`config.mk`:
```
export PLATFORM = sky130hd
export DESIGN_NAME = branch_sequencer
export DESIGN_NICKNAME = d
export VERILOG_FILES = /design/src/rtl/branch_sequencer.sv
export SDC_FILE = /design/constraint.sdc
export NUM_CORES = 1
export LEC_CHECK = 0
export BUFFER_PORTS_ARGS = -buffer_cell sky130_fd_sc_hd__buf_2
export CORE_MARGIN = 5
export CORE_UTILIZATION = 42
export DETAILED_ROUTE_END_ITERATION = 10
export PLACE_DENSITY = 0.7
export SYNTH_ARGS = -nofsm -noshare
export SYNTH_HDL_FRONTEND = slang
export SYNTH_SLANG_ARGS = --single-unit
```
`constraint.sdc`:
```
create_clock -name clk -period 2.5 [get_ports clk]
set_input_delay 0.125 -clock clk [delete_from_list [all_inputs] [get_ports clk]]
set_output_delay 0.125 -clock clk [all_outputs]
set_load 0.01 [all_outputs]
```
`src/rtl/branch_sequencer.sv`:
```
// rtl/branch_sequencer.sv - PC owner and fetch/issue/exec sequencer for the 8-bit core
module branch_sequencer #(
    parameter logic [7:0] RESET_PC      = 8'h00,
    parameter int         FETCH_TIMEOUT = 16
) (
    input  logic       clk,
    input  logic       reset,
    output logic       imem_req,
    output logic [7:0] imem_addr,
    input  logic       imem_valid,
    input  logic [7:0] imem_data,
    output logic [7:0] instr,
    output logic       instr_valid,
    input  logic       exec_done,
    input  logic [7:0] r0,
    input  logic [7:0] r3,
    input  logic       halt,
    output logic [7:0] pc,
    output logic       branch_taken,
    output logic       running,
    output logic       fault
);

    typedef enum logic [2:0] {
        S_FETCH,
        S_ISSUE,
        S_EXEC,
        S_HALTED,
        S_FAULT
    } state_t;

    localparam logic [7:0] TIMEOUT_LAST = 8'(FETCH_TIMEOUT - 1);

    state_t     state;
    state_t     state_next;
    logic [7:0] wait_cnt;
    logic       is_cond;
    logic       r3_neg;
    logic       r3_zero;
    logic       cond_true;
    logic       halt_entry;
    logic       timeout_hit;

    assign is_cond     = (instr[7:6] == 2'b11);
    assign r3_neg      = r3[7];
    assign r3_zero     = (r3 == 8'h00);
    // Halt is only honoured before the first request cycle of a fetch.
    assign halt_entry  = (state == S_FETCH) && (wait_cnt == 8'h00) && halt;
    assign timeout_hit = (wait_cnt == TIMEOUT_LAST);

    always_comb begin
        cond_true = 1'b0;
        case (instr[2:0])
            3'b000: cond_true = 1'b0;
            3'b001: cond_true = r3_zero;
            3'b010: cond_true = r3_neg;
            3'b011: cond_true = r3_neg | r3_zero;
            3'b100: cond_true = 1'b1;
            3'b101: cond_true = ~r3_zero;
            3'b110: cond_true = ~r3_neg;
            3'b111: cond_true = ~r3_neg & ~r3_zero;
            default: cond_true = 1'b0;
        endcase
    end

    always_ff @(posedge clk) begin
        if (reset) begin
            state    <= S_FETCH;
            pc       <= RESET_PC;
            instr    <= 8'h00;
            wait_cnt <= 8'h00;
            fault    <= 1'b0;
        end else begin
            state <= state_next;
            case (state)
                S_FETCH: begin
                    if (!halt_entry) begin
                        if (imem_valid) begin
                            instr    <= imem_data;
                            wait_cnt <= 8'h00;
                        end else if (timeout_hit) begin
                            fault <= 1'b1;
                        end else begin
                            wait_cnt <= wait_cnt + 8'd1;
                        end
                    end
                end
                S_ISSUE: begin
                    if (is_cond) begin
                        pc <= cond_true ? r0 : pc + 8'd1;
                    end
                end
                S_EXEC: begin
                    if (exec_done) begin
                        pc <= pc + 8'd1;
                    end
                end
                default: ;
            endcase
        end
    end

    always_comb begin
        state_next = state;
        case (state)
            S_FETCH: begin
                if (halt_entry) begin
                    state_next = S_HALTED;
                end else if (imem_valid) begin
                    state_next = S_ISSUE;
                end else if (timeout_hit) begin
                    state_next = S_FAULT;
                end
            end
            S_ISSUE:  state_next = is_cond ? S_FETCH : S_EXEC;
            S_EXEC:   state_next = exec_done ? S_FETCH : S_EXEC;
            S_HALTED: state_next = halt ? S_HALTED : S_FETCH;
            S_FAULT:  state_next = S_FAULT;
            default:  state_next = S_FETCH;
        endcase
    end

    always_comb begin
        imem_req     = (state == S_FETCH) && !halt_entry;
        imem_addr    = pc;
        instr_valid  = (state == S_ISSUE) && !is_cond;
        branch_taken = (state == S_ISSUE) && is_cond && cond_true;
        running      = (state == S_FETCH) || (state == S_ISSUE) || (state == S_EXEC);
    end

endmodule

```
-- Word level (Yosys, flattened, before mapping)
Index checks and enable logic that the tools add are counted.
- register bits: 28
- latch bits: 0
- memory bits (writable): 0
- ROM bits: 0
- input port bits: 29
- logic and storage cells: 63
- memories: 0
- add/subtract/negate cells: 2
- multiply operators: 0
- div/mod/pow operators: 0
- $lt $le $gt $ge: 0
- eq/ne operators: 17
- shifts and indexed selects: 0
- muxes and demuxes: 14
- bitwise operators: 6
- reductions and logical operators: 19
- operators by type and width (operator ; count):
    $mux 8 ; 5
    $add 8x1->8 const B ; 2
    $logic_not 8->1 ; 2
    $pmux 8 s2 ; 1
    $eq 3x3->1 const B ; 5
    $pmux 3 s5 ; 1
    $eq 3x2->1 const B ; 4
    $mux 3 ; 3
    $reduce_and 3->1 ; 3
    $eq 8x4->1 const B ; 1
    $pmux 1 s8 ; 1
    $eq 3x1->1 const B ; 2
    $logic_and 1x1->1 ; 6
    $logic_not 3->1 ; 2
    $mux 2 ; 3
    $ne 2x2->1 const B ; 3
    $ne 4x4->1 const B ; 1
    $not 1->1 ; 4
    $reduce_and 4->1 ; 1
    $eq 2x2->1 const B ; 1
    $logic_not 1->1 ; 2
    $logic_or 1x1->1 ; 2
    $reduce_bool 2->1 ; 1
    $and 1x1->1 ; 1
    $or 1x1->1 ; 1

-- Longest topological paths before layout
- depth in word-level cells: 7
- mapped depth: 7

-- Worst setup path before layout
No wires, ideal clock.
- kind: flip-flop to flip-flop
- start point: register instr[0]
- end point: register pc[0] (netlist: imem_addr[0])
- setup time: 0.074 ns
- data arrival time: 1.570 ns
- data required time: 2.426 ns
- slack: 0.856 ns
- stages on the path, launching flop included: 7
- clock period less this slack: 1.644 ns
- cell sequence: dfxtp_1 -> nor3b_1 -> o221ai_1 -> or3_4 -> buf_6 -> or2_0 -> a31oi_1
- word-level cells in the longest chain between the ends: 5
- ends and longest elaborated chain (item ; RTL line ; RTL):
    start, declared ; 12 ; output logic [7:0] instr,
    start signal, assigned ; 79 ; instr <= imem_data;
    $eq 3x3->1 (tied with other cells) ; 53 ; case (instr[2:0])
    $pmux 1 s8 * ; 53 ;
    $mux 8 * ; 90 ; pc <= cond_true ? r0 : pc + 8'd1;
    $mux 8 * ; 89 ; if (is_cond) begin
    $pmux 8 s2 * ; 75 ; case (state)
    end signal, assigned ; 90 ;
    end signal, assigned ; 95 ; pc <= pc + 8'd1;
    end, declared ; 18 ; output logic [7:0] pc,
Every way passes the cells marked *; elsewhere a longest branch is shown, timed or not. The select of a mux whose other input is x is not followed.
A chain may end at the register's enable or synchronous reset.

-- Final worst setup path
- start point: register wait_cnt[0]
- end point: output imem_req
- word-level cells in the longest chain between the ends: 5
- ends and longest elaborated chain (item ; RTL line ; RTL):
    start, declared ; 36 ; logic [7:0] wait_cnt;
    start signal, assigned ; 84 ; wait_cnt <= wait_cnt + 8'd1;
    $logic_not 8->1 ; 48 ; assign halt_entry = (state == S_FETCH) && (wait_cnt == 8'h00) && halt;
    $logic_and 1x1->1 (2 in a row) ; 48 ;
    $logic_not 1->1 ; 124 ; imem_req = (state == S_FETCH) && !halt_entry;
    $logic_and 1x1->1 ; 124 ;
    end, declared ; 8 ; output logic imem_req,
Every way passes these cells.

==> impl_metrics.csv <==
group,metric,value,unit
timing,upper_clock_frequency_limit,541,MHz
cells_and_area,antenna_cells,0,
run,timing.max_cap.violations,0,
cells_and_area,synth_to_layout_area_growth,18.6,%
cells_and_area,post-route-util,51.5,%
detailed_routing,drc,0,
detailed_routing,route.final.wire_length,3.70,mm
synthesis,synthCells,204,
cells_and_area,fin_area,0.00189,mm²
cells_and_area,multi_input_gate_area,898,µm²
worst_setup_path,path_max_fanout,10,
placed_design,port_buffers,57,
worst_setup_path,timing.setup.critical_path_class,"flip-flop to output pin",
min_path,whs_endpoint,"instr[7]",
clock_tree,clock_tree.htree_level_count,1,
grt,first_global_vias,1436,
timing,setup_viol_count_final,0,
detailed_routing,vias,1546,
detailed_routing,detail_route.iter0.violations,52,
worst_setup_path,cp_top_family,"buffers and inverters",
power,power-per-cell-area,532,mW/mm²
timing,slew_viol_final,0,
synthesis,post_synth_main_area_contributors,"sky130_fd_sc_hd__dfxtp_1 (35%), sky130_fd_sc_hd__nand2_1 (6.6%), sky130_fd_sc_hd__nand3_1 (6.6%)",
grt,grtUsageTotal,14.5,%
timing,layout_min_cycle_time,1.85,ns
floorplanning,die_x,71.6,µm
timing,rsz0062_at_grt,"no",
floorplanning,die_area,0.00512,mm²
worst_setup_path,slowest_stage,"sky130_fd_sc_hd__nor4bb_1",
synthesis,synth.avg_cell_area,7.80,µm²
timing,postLayoutSetupSlackWorst,0.651,ns
synthesis,synth_enable_flop_cells,0,
worst_setup_path,r2r_slack,0.71,ns
synthesis,yosysTopAreaCell,"sky130_fd_sc_hd__dfxtp_1",
synthesis,synth_sequential_area_ratio,35.2,%
synthesis,post_synth_instance_area,0.00159,mm²
min_path,min_from,"imem_data[7]",
clock_tree,tritoncts_clock_tree,"built",
min_path,hold_path.class,"input pin to flip-flop",
worst_setup_path,r2r.worst_path.cells,5,
synthesis,synthDominantCellAreaShare,35.2,%
placed_design,post-place-ws,0.713,ns
worst_setup_path,worstPathArrival,1.72,ns
floorplanning,y_dimension_of_the_die,71.6,µm
worst_setup_path,start_kind,"flip-flop",
min_path,worst_hold_path.num_cells,3,
synthesis,postSynth.topFlopCell,"sky130_fd_sc_hd__dfxtp_1",
worst_setup_path,critical_path.max_stage_delay,0.40,ns
clock_tree,postCtsSetupBuffers,0,
placed_design,placement.cell_area,0.00185,mm²
cells_and_area,layout.nets,282,
synthesis,net_count_of_the_mapped_netlist,236,
grt,grt_max_degree,24,
floorplanning,floorplan.initialDensity,43.5,%
clock_tree,cts_inserted_buffers,3,
cells_and_area,fill_cells,360,
detailed_routing,postRouteAntennaNets,0,
timing,final-hold-violation-count,0,
power,leakage,0.786,nW
clock_tree,sinks_on_the_clock_net,28,
clock_tree,cts.path.max_buffers,2,
clock_tree,holdBufCountCts,0,
timing,slew_headroom,63.0,%
worst_setup_path,critical_path_required,2.38,ns
synthesis,top_cell_types_by_occurrence_after_synthesis,"sky130_fd_sc_hd__dfxtp_1 (28), sky130_fd_sc_hd__nand2_1 (28), sky130_fd_sc_hd__nand3_1 (21)",
timing,total_negative_setup_slack,0,ns
worst_setup_path,cp_num_buf_inv,3,
clock_tree,cells_resized_by_post_cts_repair,0,
cells_and_area,seq_area,561,µm²
synthesis,yosys_warnings,0,
worst_setup_path,cp-end-kind,"output pin",
grt,antenna_found_initial,0,
synthesis,synth-seq-cells,28,
clock_tree,clock_tree.root_cell,"sky130_fd_sc_hd__clkbuf_8",
placed_design,post-dp-hpwl,2.71,mm
clock_tree,worst_setup_hold_path_clk_slew,0.09,ns
status,status,"complete, no violations",
synthesis,ys_types,44,
detailed_routing,drt_pass1_iterations,4,
floorplanning,placementRows,22,
synthesis,fraction_of_registers_with_async_set_or_reset_after_synthesis,0,%
cells_and_area,drive_gt1_share,27.4,%
placed_design,globalplace.congestion,0.787,
detailed_routing,route.detailed.wl_per_inst,12.5,µm
grt,grt_first_pass_wirelength,6.19,mm
grt,grt-ovfl-total,0,
timing,fin_skew,0.00269,ns
detailed_routing,detail_route.vias_per_cell,5.22,
power,power.ir.vdd_worst,351,µV
timing,worst-slew-pin-transition,0.550,ns
worst_setup_path,worst_r2r_dst,"imem_addr[0]",
floorplanning,pin_count,58,
clock_tree,clk_latency,0.27,ns
worst_setup_path,timing.critical_path.cells,"inv_1 > ha_1 > nor4bb_1 > a21boi_1 > buf_4 > buf_2",
floorplanning,core,0.00366,mm²
worst_setup_path,critical_path.reg2reg.startpoint,"instr[0]",
timing,min_period_over_period,74.0,%
==> sequential cells by signal, summed over array words and instances (netlist names) <==
name	cells
imem_addr	8
instr	8
wait_cnt	8
state	3
fault	1
==> cell usage in the layout, fill, tap and decap left out, types with 2 or more instances in the layout <==
| cell | count |
|---|---|
| sky130_fd_sc_hd__or2_2 | 2 |
| sky130_fd_sc_hd__nor4_1 | 3 |
| sky130_fd_sc_hd__a2bb2oi_1 | 6 |
| sky130_fd_sc_hd__nand4_1 | 2 |
| sky130_fd_sc_hd__a31oi_1 | 6 |
| sky130_fd_sc_hd__inv_1 | 5 |
| sky130_fd_sc_hd__nand2_1 | 28 |
| sky130_fd_sc_hd__nand3b_1 | 2 |
| sky130_fd_sc_hd__buf_2 | 57 |
| sky130_fd_sc_hd__xnor2_1 | 4 |
| sky130_fd_sc_hd__dfxtp_1 | 28 |
| sky130_fd_sc_hd__a21oi_1 | 19 |
| sky130_fd_sc_hd__a21o_1 | 2 |
| sky130_fd_sc_hd__clkbuf_8 | 3 |
| sky130_fd_sc_hd__nand2b_1 | 2 |
| sky130_fd_sc_hd__xor2_1 | 3 |
| sky130_fd_sc_hd__nor2_1 | 15 |
| sky130_fd_sc_hd__buf_4 | 3 |
| sky130_fd_sc_hd__nor3_1 | 6 |
| sky130_fd_sc_hd__nand3_1 | 21 |
| sky130_fd_sc_hd__ha_1 | 3 |
| sky130_fd_sc_hd__nand4b_1 | 3 |
| sky130_fd_sc_hd__and4_1 | 2 |
| sky130_fd_sc_hd__and3_1 | 4 |
==> layer usage <==
metal / vias up / GRT usage [%] / part of all wire [%] / wire [µm]
met5: - / 0 / 0 / 0
met4: 0 / 4.38 / 0.89 / 33
met3: 4 / 4.07 / 8.4 / 310
met2: 51 / 23.8 / 42 / 1560
met1: 684 / 18.6 / 48 / 1790
li1: 807 / - / - / -
==> final cells by class <==
type / count / area share (%)
inverter: 5 / 0.995
clock buffer: 3 / 2.19
sequential: 28 / 29.7
timing repair buffer: 60 / 16.3
multi-input combinational: 152 / 47.6
tap: 48 / 3.18
==> worst min-delay path, cell delays in order <==
cell and delay, ns:
sky130_fd_sc_hd__buf_2 0.09, sky130_fd_sc_hd__nand3_1 0.05, sky130_fd_sc_hd__a21oi_1 0.05
==> cells by family after synthesis <==
group	Yosys count	share of synthesized area, %
AO/OA/AOI/OAI	42	16.6
XOR/XNOR	7	3.85
adder cells (fa/ha/maj)	3	2.36
buffers and inverters	24	8.33
flip-flops	28	35.2
multiplexers	1	0.629
AND/OR/NAND/NOR	99	33.0
==> where the power goes <==
group	total [W]	leakage (nW)	internal, W	switching, W
logic	0.000245	0.537	0.000111	0.000134
clock network	0.000241	0.0216	0.000108	0.000133
registers	0.000518	0.228	0.000475	0.0000430
==> worst max path at each step <==
stage,startpoint,end,cells after the start,slack [ns]
5_1_grt,wait_cnt[1],wait_cnt[5],7,0.40
3_3_place_gp,instr[0],imem_addr[0],5,0.74
4_1_cts,wait_cnt[0],imem_req,6,0.64
2_1_floorplan,instr[0],imem_addr[0],6,0.86
6_report,wait_cnt[0],imem_req,6,0.65
3_5_place_dp,wait_cnt[0],wait_cnt[2],7,0.71
==> per-stage QoR <==
| stage | total power [W] | instances | hold WS (ns) |
|---|---|---|---|
| finish | 0.00100 | 296 | 0.0929 |
| global route | 0.00106 | 296 | 0.0909 |
| CTS | 0.00101 | 296 | 0.0890 |
| detailed placement | 0.000774 | 293 | 0.385 |
| global placement | 0.000770 | 293 | 0.382 |
| floorplan | 0.000689 | 204 | 0.198 |
Note: power is estimated with default switching activity, not from simulation.
